## src/rtl/multicycle_control_unit.sv

```systemverilog
// ----------------------------------------------------------------------------
// multicycle_control_unit
//
// Moore FSM that sequences the 8-bit multicycle datapath through fetch,
// decode, execute, memory and writeback. It decodes the opcode in the
// instruction register and the {N,Z,C,V} flags, then drives every write
// strobe and mux select in the datapath. It also exports the current state
// code and a count of retired instructions.
//
// Instruction format: ir[15:12]=op, ir[11:10]=rd, ir[9:8]=rs, ir[7:0]=imm8.
//
// Optional feature: define MC_CTRL_MEM_WAIT_EN to add a memory handshake.
// This adds the input mem_ready and the output mem_req. FETCH, MEM_RD and
// MEM_WR then hold their state until mem_ready=1. When the macro is not
// defined, memory completes in one cycle.
//
// Ports
//   clock        in   1      system clock, rising edge
//   reset        in   1      synchronous, active-low
//   ir           in   16     instruction register contents
//   flags        in   4      {N,Z,C,V}
//   mem_ready    in   1      memory ready (MC_CTRL_MEM_WAIT_EN only)
//   mem_req      out  1      memory request (MC_CTRL_MEM_WAIT_EN only)
//   state        out  4      current FSM state code
//   pc_write     out  1      PC load strobe
//   pc_src       out  1      0 = PC+1, 1 = imm8
//   ir_write     out  1      IR load strobe
//   addr_sel     out  1      memory address: 0 = PC, 1 = imm8
//   mem_write    out  1      data memory write strobe
//   reg_write    out  1      register file write strobe
//   reg_wr_sel   out  2      0 = ALU, 1 = imm8, 2 = memory data
//   alu_ctrl     out  3      0 ADD, 1 SUB, 2 AND, 3 ORR, 4 XOR
//   flags_write  out  1      flag register load strobe
//   halted       out  1      high in HALT
//   instr_count  out  CNT_W  retired-instruction count (wraps)
// ----------------------------------------------------------------------------
module multicycle_control_unit #(
    parameter int         CNT_W     = 16,
    parameter logic [3:0] HALT_CODE = 4'hF
) (
    input  logic             clock,
    input  logic             reset,
    input  logic [15:0]      ir,
    input  logic [3:0]       flags,
`ifdef MC_CTRL_MEM_WAIT_EN
    input  logic             mem_ready,
    output logic             mem_req,
`endif
    output logic [3:0]       state,
    output logic             pc_write,
    output logic             pc_src,
    output logic             ir_write,
    output logic             addr_sel,
    output logic             mem_write,
    output logic             reg_write,
    output logic [1:0]       reg_wr_sel,
    output logic [2:0]       alu_ctrl,
    output logic             flags_write,
    output logic             halted,
    output logic [CNT_W-1:0] instr_count
);

    localparam logic [3:0] S_FETCH  = 4'h0;
    localparam logic [3:0] S_DECODE = 4'h1;
    localparam logic [3:0] S_ALU    = 4'h2;
    localparam logic [3:0] S_ALU_WB = 4'h3;
    localparam logic [3:0] S_LDI    = 4'h4;
    localparam logic [3:0] S_MEM_RD = 4'h5;
    localparam logic [3:0] S_MEM_WB = 4'h6;
    localparam logic [3:0] S_MEM_WR = 4'h7;
    localparam logic [3:0] S_BRANCH = 4'h8;
    localparam logic [3:0] S_HALT   = 4'h9;

    localparam logic [2:0] ALU_ADD = 3'd0;
    localparam logic [2:0] ALU_SUB = 3'd1;
    localparam logic [2:0] ALU_AND = 3'd2;
    localparam logic [2:0] ALU_ORR = 3'd3;
    localparam logic [2:0] ALU_XOR = 3'd4;

    localparam logic [1:0] WR_ALU = 2'd0;
    localparam logic [1:0] WR_IMM = 2'd1;
    localparam logic [1:0] WR_MEM = 2'd2;

    logic [3:0]       state_q;
    logic [3:0]       state_d;
    logic [CNT_W-1:0] count_q;
    logic             count_en;
    logic [3:0]       op;
    logic             flag_n;
    logic             flag_z;
    logic             flag_c;

    // The register fields and the V flag are used by the datapath, not by this FSM.
    logic             sig_unused;

    assign op         = ir[15:12];
    assign flag_n     = flags[3];
    assign flag_z     = flags[2];
    assign flag_c     = flags[1];
    assign sig_unused = ^{ir[11:0], flags[0]};

    // Next state after DECODE. The HALT opcode is checked first so that a
    // non-default HALT_CODE takes priority over the fixed opcode map.
    function automatic logic [3:0] decode_next(input logic [3:0] opc);
        logic [3:0] nxt;
        if (opc == HALT_CODE) begin
            nxt = S_HALT;
        end else begin
            case (opc)
                4'h1:                      nxt = S_LDI;
                4'h2, 4'h3, 4'h4,
                4'h5, 4'h6, 4'h7:          nxt = S_ALU;
                4'h8:                      nxt = S_MEM_RD;
                4'h9:                      nxt = S_MEM_WR;
                4'hA, 4'hB, 4'hC,
                4'hD, 4'hE:                nxt = S_BRANCH;
                default:                   nxt = S_FETCH;
            endcase
        end
        return nxt;
    endfunction

    // ALU operation selected by the opcode. CMP (7) reuses SUB.
    function automatic logic [2:0] alu_op(input logic [3:0] opc);
        logic [2:0] ctl;
        case (opc)
            4'h3, 4'h7: ctl = ALU_SUB;
            4'h4:       ctl = ALU_AND;
            4'h5:       ctl = ALU_ORR;
            4'h6:       ctl = ALU_XOR;
            default:    ctl = ALU_ADD;
        endcase
        return ctl;
    endfunction

    // Decides whether a branch is taken, using the flags present in the BRANCH cycle.
    function automatic logic branch_taken(input logic [3:0] opc, input logic n,
                                          input logic z, input logic c);
        logic tk;
        case (opc)
            4'hA:    tk = 1'b1;
            4'hB:    tk = z;
            4'hC:    tk = ~z;
            4'hD:    tk = c;
            4'hE:    tk = n;
            default: tk = 1'b0;
        endcase
        return tk;
    endfunction

    always_comb begin
        state_d     = state_q;
        pc_write    = 1'b0;
        pc_src      = 1'b0;
        ir_write    = 1'b0;
        addr_sel    = 1'b0;
        mem_write   = 1'b0;
        reg_write   = 1'b0;
        reg_wr_sel  = WR_ALU;
        alu_ctrl    = ALU_ADD;
        flags_write = 1'b0;
        halted      = 1'b0;
`ifdef MC_CTRL_MEM_WAIT_EN
        mem_req     = 1'b0;
`endif

        case (state_q)
            S_FETCH: begin
                addr_sel = 1'b0;
`ifdef MC_CTRL_MEM_WAIT_EN
                mem_req = 1'b1;
                if (mem_ready) begin
                    ir_write = 1'b1;
                    pc_write = 1'b1;
                    state_d  = S_DECODE;
                end
`else
                ir_write = 1'b1;
                pc_write = 1'b1;
                state_d  = S_DECODE;
`endif
            end
            S_DECODE: begin
                state_d = decode_next(op);
            end
            S_ALU: begin
                alu_ctrl    = alu_op(op);
                flags_write = 1'b1;
                state_d     = (op == 4'h7) ? S_FETCH : S_ALU_WB;
            end
            S_ALU_WB: begin
                // Keep the ALU operation stable while its result is written back.
                alu_ctrl   = alu_op(op);
                reg_write  = 1'b1;
                reg_wr_sel = WR_ALU;
                state_d    = S_FETCH;
            end
            S_LDI: begin
                reg_write  = 1'b1;
                reg_wr_sel = WR_IMM;
                state_d    = S_FETCH;
            end
            S_MEM_RD: begin
                addr_sel = 1'b1;
`ifdef MC_CTRL_MEM_WAIT_EN
                mem_req = 1'b1;
                if (mem_ready) state_d = S_MEM_WB;
`else
                state_d = S_MEM_WB;
`endif
            end
            S_MEM_WB: begin
                addr_sel   = 1'b1;
                reg_write  = 1'b1;
                reg_wr_sel = WR_MEM;
                state_d    = S_FETCH;
            end
            S_MEM_WR: begin
                addr_sel  = 1'b1;
                mem_write = 1'b1;
`ifdef MC_CTRL_MEM_WAIT_EN
                mem_req = 1'b1;
                if (mem_ready) state_d = S_FETCH;
`else
                state_d = S_FETCH;
`endif
            end
            S_BRANCH: begin
                pc_src   = 1'b1;
                pc_write = branch_taken(op, flag_n, flag_z, flag_c);
                state_d  = S_FETCH;
            end
            S_HALT: begin
                halted  = 1'b1;
                state_d = S_HALT;
            end
            default: begin
                state_d = S_FETCH;
            end
        endcase

        // While reset is asserted, force all outputs low so that an
        // instruction cut off by reset cannot make a partial write.
        if (!reset) begin
            pc_write    = 1'b0;
            pc_src      = 1'b0;
            ir_write    = 1'b0;
            addr_sel    = 1'b0;
            mem_write   = 1'b0;
            reg_write   = 1'b0;
            reg_wr_sel  = WR_ALU;
            alu_ctrl    = ALU_ADD;
            flags_write = 1'b0;
            halted      = 1'b0;
`ifdef MC_CTRL_MEM_WAIT_EN
            mem_req     = 1'b0;
`endif
        end
    end

    // An instruction retires when its last cycle hands control back to FETCH.
    // A DECODE->FETCH transition for NOP counts. HALT never reaches FETCH, so
    // a halted instruction is never counted.
    assign count_en = (state_q != S_FETCH) && (state_q != S_HALT) && (state_d == S_FETCH);

    always_ff @(posedge clock) begin
        if (!reset) begin
            state_q <= S_FETCH;
            count_q <= '0;
        end else begin
            state_q <= state_d;
            if (count_en) count_q <= count_q + CNT_W'(1);
        end
    end

    assign state       = state_q;
    assign instr_count = count_q;

endmodule

```

## config.mk

```make
export PLATFORM = sky130hd
export DESIGN_NAME = multicycle_control_unit
export DESIGN_NICKNAME = d
export VERILOG_FILES = /design/src/rtl/multicycle_control_unit.sv
export SDC_FILE = /design/constraint.sdc
export NUM_CORES = 1
export LEC_CHECK = 0
export CAP_MARGIN = 20
export CORE_MARGIN = 4
export CORE_UTILIZATION = 47
export CTS_CLUSTER_SIZE = 30
export DETAILED_ROUTE_END_ITERATION = 10
export PLACE_DENSITY = 0.91
export SKIP_LAST_GASP = 1
export SLEW_MARGIN = 30
export SYNTH_ARGS = -nofsm -noshare
export SYNTH_HDL_FRONTEND = slang
export SYNTH_SLANG_ARGS = --single-unit
```

## constraint.sdc

```tcl
create_clock -name clock -period 2.7 [get_ports clock]
set_input_delay 0.405 -clock clock [delete_from_list [all_inputs] [get_ports clock]]
set_output_delay 0.405 -clock clock [all_outputs]
set_load 0.05 [all_outputs]
```

==> metrics.md <==
| Metric | Value |
|---|---|
| Setup repair after global routing missed its margin | `no` |
| Cts repair resizes | `0` |
| Hold crit path type | `flop to flop` |
| CP required | `2300 ps` |
| Clk_lat worst skew | `310 ps` |
| Reg-to-reg slack, setup | `520 ps` |
| Post-CTS Hold Buffers | `0` |
| Num ports | `55` |
| Final instance area | `2000 sq um` |
| Ys async rst share | `0%` |
| Longest Clk Path Bufs | `2` |
| Leakage power | `0.690 nW` |
| Core area | `2780 sq um` |
| Final setup TNS | `0 ps` |
| DRC viols | `0` |
| Mapped Nets | `198` |
| Gate Count Post-Synth | `175` |
| Worst reg2reg startpoint | `state[2]$_SDFF_PN0_` |
| Clock buffer count from CTS | `3` |
| Die W | `62.3 microns` |
| Postcts setup bufs | `0` |
| CP startpoint | `reset` |
| GRT Overall Usage | `17.7%` |
| Netlist Area Pre-Place | `1380 sq um` |
| GP Congestion | `0.791` |
| Fin. max-slew vios | `0` |
| Worst vdd ir | `0.597 mV` |
| Seq cells post-synth | `20` |
| Max Clk Rate | `0.394 GHz` |
| # diodes | `0` |
| Area growth syn-to-layout | `44.5%` |
| Share of the synthesized area in the top cell type | `28.9%` |
| Placed wire-length estimate | `2.52 mm` |
| Sequential area share after synthesis | `28.9%` |
| Largest net degree at the start of global routing | `27` |
| Die Footprint | `3880 sq um` |
| PortBufs | `41` |
| Crit-path max FO | `3` |
| Routed Antenna Nets | `0` |
| Initial detailed-routing violation count | `100` |
| Post-layout min period | `2540 ps` |
| Final global-route overflow total | `0` |
| Pwr/cell area | `434 nW/um^2` |
| Initial core utilization | `49.8%` |
| Final setup margin | `160 ps` |
| Placed Area | `1960 sq um` |
| CTS tree | `done` |
| Vias in the first global route | `1331` |
| Yosys top cell by area | `dfxtp_1` |
| CTS sink count | `20` |
| Hold path cells | `2` |
| Max_cap viols | `0` |
| HP Start | `instr_count[15]$_SDFFE_PN0P_` |
| Ys Warns | `0` |
| Netlist cell types | `46` |
| Status | `complete, no violations` |
| Pre-CTS setup slack | `103 ps` |
| Hold_ws | `501 ps` |
| Filler instances | `194` |
| CP startpoint kind | `input pin` |
| Worst-Margin Slew | `579 ps` |
| Clock Skews | `6.72 ps` |
| Final period utilization | `94.1%` |
| Main synth FF type | `dfxtp_1` |
| Kind of critical path | `input pin to primary output` |
| Syn Area/Cell | `7.91 sq um` |
| Row cnt | `19` |
| Final WL | `3.47 mm` |
| R2R depth | `5` |
| WP data arrival | `2140 ps` |
| Max_slew headroom | `61.3%` |
| Post-synth EDFFs | `0` |
| WL per Instance | `14.2 microns` |
| Final setup viols | `0` |
| Hold EP | `instr_count[15]$_SDFFE_PN0P_` |
| Nets@finish | `238` |
| Top area cells in the synthesized netlist | `dfxtp_1 29%, nand2_1 5.2%, mux2i_1 4.3%` |
| Power, Total | `0.000868 W` |
| Layout cell share with drive strength beyond 1 | `18.7%` |
| Clock Tree Root | `clkbuf_4` |
| Vias post-DR | `1438` |
| First-pass GRT wire length | `5.87 mm` |
| H-tree Lvls | `1` |
| Post-DR vias/cell | `5.87` |
| Die height | `62.3 microns` |
| Antenna violations before repair | `0` |
| Worst Setup End Kind | `primary output` |
| Clock transition at path regs | `120 ps` |
| R2R Path End | `instr_count[12]$_SDFFE_PN0P_` |
| Fin. Hold Viols | `0` |
| 1st-pass router iterations | `5` |
[synthesized netlist by cell type (all sizes together), types with 2 or more instances]
| library cell | n |
|---|---|
| a21oi | 12 |
| a31oi | 3 |
| and3 | 3 |
| and4 | 2 |
| buf | 9 |
| clkbuf | 4 |
| dfxtp | 20 |
| inv | 8 |
| mux2i | 6 |
| nand2 | 19 |
| nand2b | 8 |
| nand3 | 6 |
| nand4 | 4 |
| nor2 | 13 |
| nor2b | 2 |
| nor3 | 6 |
| nor3b | 5 |
| nor4 | 2 |
| nor4b | 3 |
| o211ai | 2 |
| o21ai | 5 |
| o31ai | 8 |
| or3 | 5 |
| or4 | 8 |
[per-layer routing]
metal  part of all wire, %  vias to the layer above  track usage (%)
met5                     0                        -                0
met1                    45                      658             22.1
met4                   1.7                        0             5.57
met3                   6.4                        6             5.41
li1                      -                      725                -
met2                    47                       49             29.0
[final cells by class]
cell class | instances | area [sq um] | share of cell area [%]
clock buffers | 4 | 36.3 | 1.81
inverters | 8 | 30.0 | 1.50
multi-input cells | 134 | 901 | 45.1
flip-flops and latches | 20 | 400 | 20.0
well taps | 31 | 38.8 | 1.94
repair buffers | 48 | 593 | 29.7
[sequential cells by signal, indices dropped and copies added, names as in the netlist]
register and flops:
instr_count 16, state 4
[placed cells by master, fill, tap and decap left out, drive strengths merged, types with 8 or more instances in the layout]
cell | netlist | final
a21oi | 12 | 12
o31ai | 8 | 8
or4 | 8 | 8
inv | 8 | 8
dfxtp | 20 | 20
clkdlybuf4s50 | 0 | 28
nor2 | 13 | 13
buf | 9 | 20
nand2 | 19 | 19
nand2b | 8 | 8
[worst max-delay path, cell delays in order]
cell	delay, ps
clkdlybuf4s50_1	480
inv_1	70
or3_1	380
nor3b_1	260
nand2_1	120
nor3b_2	250
buf_12	170
[cell families (layout without fill, tap and decap cells)]
group / Yosys count / in the layout / synth area share [%]
AOI/OAI and AO/OA: 37 / 37 / 19.2
xor gates and xnor gates: 1 / 1 / 0.633
adders and majority gates: 1 / 1 / 0.904
buffers and inverters: 21 / 60 / 7.59
DFF: 20 / 20 / 28.9
muxes: 7 / 7 / 5.15
and+or+nand+nor: 88 / 88 / 37.6
[through the flow]
stage,cells,utilization [%]
floorplan,175,-
CTS,245,71.6
detailed placement,241,70.3
global route,245,71.9
global placement,241,70.3
finish,245,71.9
[power breakdown]
| group | internal (W) | switching [W] |
|---|---|---|
| Clock | 0.0000823 | 0.0000955 |
| Sequential | 0.000310 | 0.0000189 |
| Combinational | 0.000141 | 0.000220 |
[how the worst max path moves through the flow]
stage	to	depth (start not counted)
global placement	alu_ctrl[2]	7
CTS	alu_ctrl[2]	7
global route	alu_ctrl[2]	7
floorplan	pc_write	5
detailed placement	instr_count[12]$_SDFFE_PN0P_	6
finish	alu_ctrl[2]	7
(Power assumes the default switching activity.)
==> RTL edit: new RTL, same settings <==
Set the parameter `CNT_W` to 20 (it was 16).
--- a/src/rtl/multicycle_control_unit.sv
+++ b/src/rtl/multicycle_control_unit.sv
@@ -37,3 +37,3 @@
 module multicycle_control_unit #(
-    parameter int         CNT_W     = 16,
+    parameter int         CNT_W     = 20,
     parameter logic [3:0] HALT_CODE = 4'hF
Interface: changed (resized instr_count); port bits go from 55 to 59. The function was not compared with the original's and may differ.
==> RTL edit against the unedited design <==
Worst hold slack worse by 0.015 ns. Non-clock buffer count is 20 higher. Register-to-register slack worse by 0.20 ns. Maximum frequency is 4.2% higher. Sequential share of layout area is 0.83 points higher. Critical path depth is 1 higher. Synthesized area is 14% higher. Sequential cell count is 4 higher. First-iteration DRC count is 10% higher. Synthesized cell count is 14% higher. Routed wire length is 17% higher. Final area is 15% higher. Setup slack better by 0.10 ns. Power is 8.5% higher.
==> RTL edit: results (changes against the unedited design) <==
Power and ir drop
  – Pwr/cell area: 409 nW/um^2 (was 434 nW/um^2)
  – Lkg Pwr: 0.000818 uW (was 0.000690 uW)
  – Worst ir drop on vdd: 0.555 mV (was 0.597 mV)

Synthesis
  – Post-Synth XOR/XNOR Area: 1.67% (was 0.633%)
  – Adder-cell area share of the yosys netlist: 0.794% (was 0.904%)
  – Synth Net Count: 222 (was 198)
  – Post-synth top cells: 24 x dfxtp_1, 21 x a21oi_1, 21 x nand2_1, 13 x nor2_1 (was 20 x dfxtp_1, 19 x nand2_1, 13 x nor2_1, 11 x a21oi_1)
  – Synth Area in Compound Gates: 19.0% (was 19.2%)
  – Cell variety after synth: 48 (was 46)
  – Synth area leaders: dfxtp_1 31%, a21oi_1 6.7%, nand2_1 5.0% (was dfxtp_1 29%, nand2_1 5.2%, mux2i_1 4.3%)
  – Mux cell area share after synthesis: 3.26% (was 5.15%)
  – Register area share after synthesis: 30.5% (was 28.9%)

Routing
  – DR WL/cell: 13.5 um (was 14.2 um)
  – DR vias: 1678 (was 1438)
  – Iteration-0 DRC Markers: 110 (was 100)
  – Drt first pass iters: 4 (was 5)

Critical path
  – Register-to-Register Setup Slack: 0.32 ns (was 0.52 ns)
  – Crit path DAT: 2.69 ns (was 2.14 ns)
  – Max FO, Critical Path: 17 (was 3)
  – RR Startpoint: state[0] (was state[2])
  – RR Endpoint: instr_count[19] (was instr_count[12])
  – R2R cell count: 7 (was 5)
  – Crit path from: ir[13] (was reset)

GRT
  – Largest net degree at the start of global routing: 20 (was 27)
  – Global-route wire length before repair: 6.77 mm (was 5.87 mm)
  – Total GRT Usage: 19.5% (was 17.7%)

Status
  – Outcome: finished, final reports clean (unchanged)

STA
  – Slew @ Worst Pin: 0.837 ns (was 0.579 ns)
  – Layout Skew: 0.00791 ns (was 0.00672 ns)

Placed design
  – Detail Placement HPWL: 3.07 mm (was 2.52 mm)
  – # port buffers: 45 (was 41)
  – GP Congestion: 0.825 (was 0.791)

Layout
  – Final #Nets: 281 (was 238)
  – Share of cells above drive strength 1: 19.9% (was 18.7%)
  – Layout fillers: 235 (was 194)
  – Largest register FFs: 20 (was 16)

Min path
  – Hold_sp: instr_count[19] (was instr_count[15])
  – Hold Path End: instr_count[19] (was instr_count[15])
-- RTL edit: cell types whose count changed in the layout (fill, tap and decap cells not counted), sizes merged, moves of 3 or more --
cell	unedited run	this run
and2	0	3
buf	20	36
dfxtp	20	24
a21oi	12	21
nand3	6	9
nor4	2	5
clkdlybuf4s50	28	32
and3	3	7
-- RTL edit: layout make-up --
cell class / instances / area share (%)
Multi-Input combinational cell: 153 / 42.9
Timing Repair Buffer: 68 / 31.6
Clock buffer: 3 / 0.978
Inverter: 8 / 1.30
Tap cell: 44 / 2.39
Sequential cell: 24 / 20.9
-- RTL edit: worst max-delay path by stage --
stage / to / slack [ns] / depth (start not counted)
2_1_floorplan: alu_ctrl[2] / 0.02 / 4
3_3_place_gp: instr_count[19] / -0.04 / 8
3_5_place_dp: instr_count[19] / -0.07 / 8
4_1_cts: alu_ctrl[2] / 0.26 / 6
5_1_grt: instr_count[8] / 0.09 / 8
6_report: instr_count[19] / 0.26 / 8
-- RTL edit: per-stage QoR --
| stage | TNS (ns) | hold WS (ns) | worst slack (ns) | cells | power (uW) |
|---|---|---|---|---|---|
| final | 0 | 0.486 | 0.262 | 300 | 942 |
| after global routing | 0 | 0.520 | 0.0947 | 300 | 994 |
| after CTS | 0 | 0.495 | 0.263 | 300 | 948 |
| after detailed placement | -0.150 | 0.475 | -0.0656 | 297 | 791 |
| after global placement | -0.0361 | 0.452 | -0.0361 | 297 | 784 |
| after floorplan | 0 | 0.680 | 0.0171 | 199 | 646 |
-- RTL edit: metal layers --
layer | routed length, um | share of wire (%) | track usage (%)
met3 | 205 | 5.1 | 4.08
met2 | 1980 | 49 | 34.3
met4 | 19 | 0.47 | 3.89
met5 | 0 | 0 | 0
met1 | 1850 | 46 | 24.3
-- RTL edit: kinds of logic after synthesis --
| kind of cell | count (synthesis) |
|---|---|
| buffers and inverters | 22 |
| flip-flops | 24 |
| AO/OA/AOI/OAI | 44 |
| AND/OR/NAND/NOR | 100 |
| multiplexers | 5 |
| adder cells (fa/ha/maj) | 1 |
| XOR/XNOR | 3 |
-- RTL edit: report_power, final --
part	internal (uW)	switching, uW	total (uW)
sequential	369	31.4	400
combinational	172	214	387
clock	52.2	103	155
-- RTL edit: critical path, cell delays in order --
cell,delay (ns)
clkdlybuf4s50_1,0.57
nor2_2,0.11
a2111oi_4,0.36
a211oi_2,0.08
or3_4,0.44
nor4_1,0.37
buf_4,0.18
mux2i_1,0.17
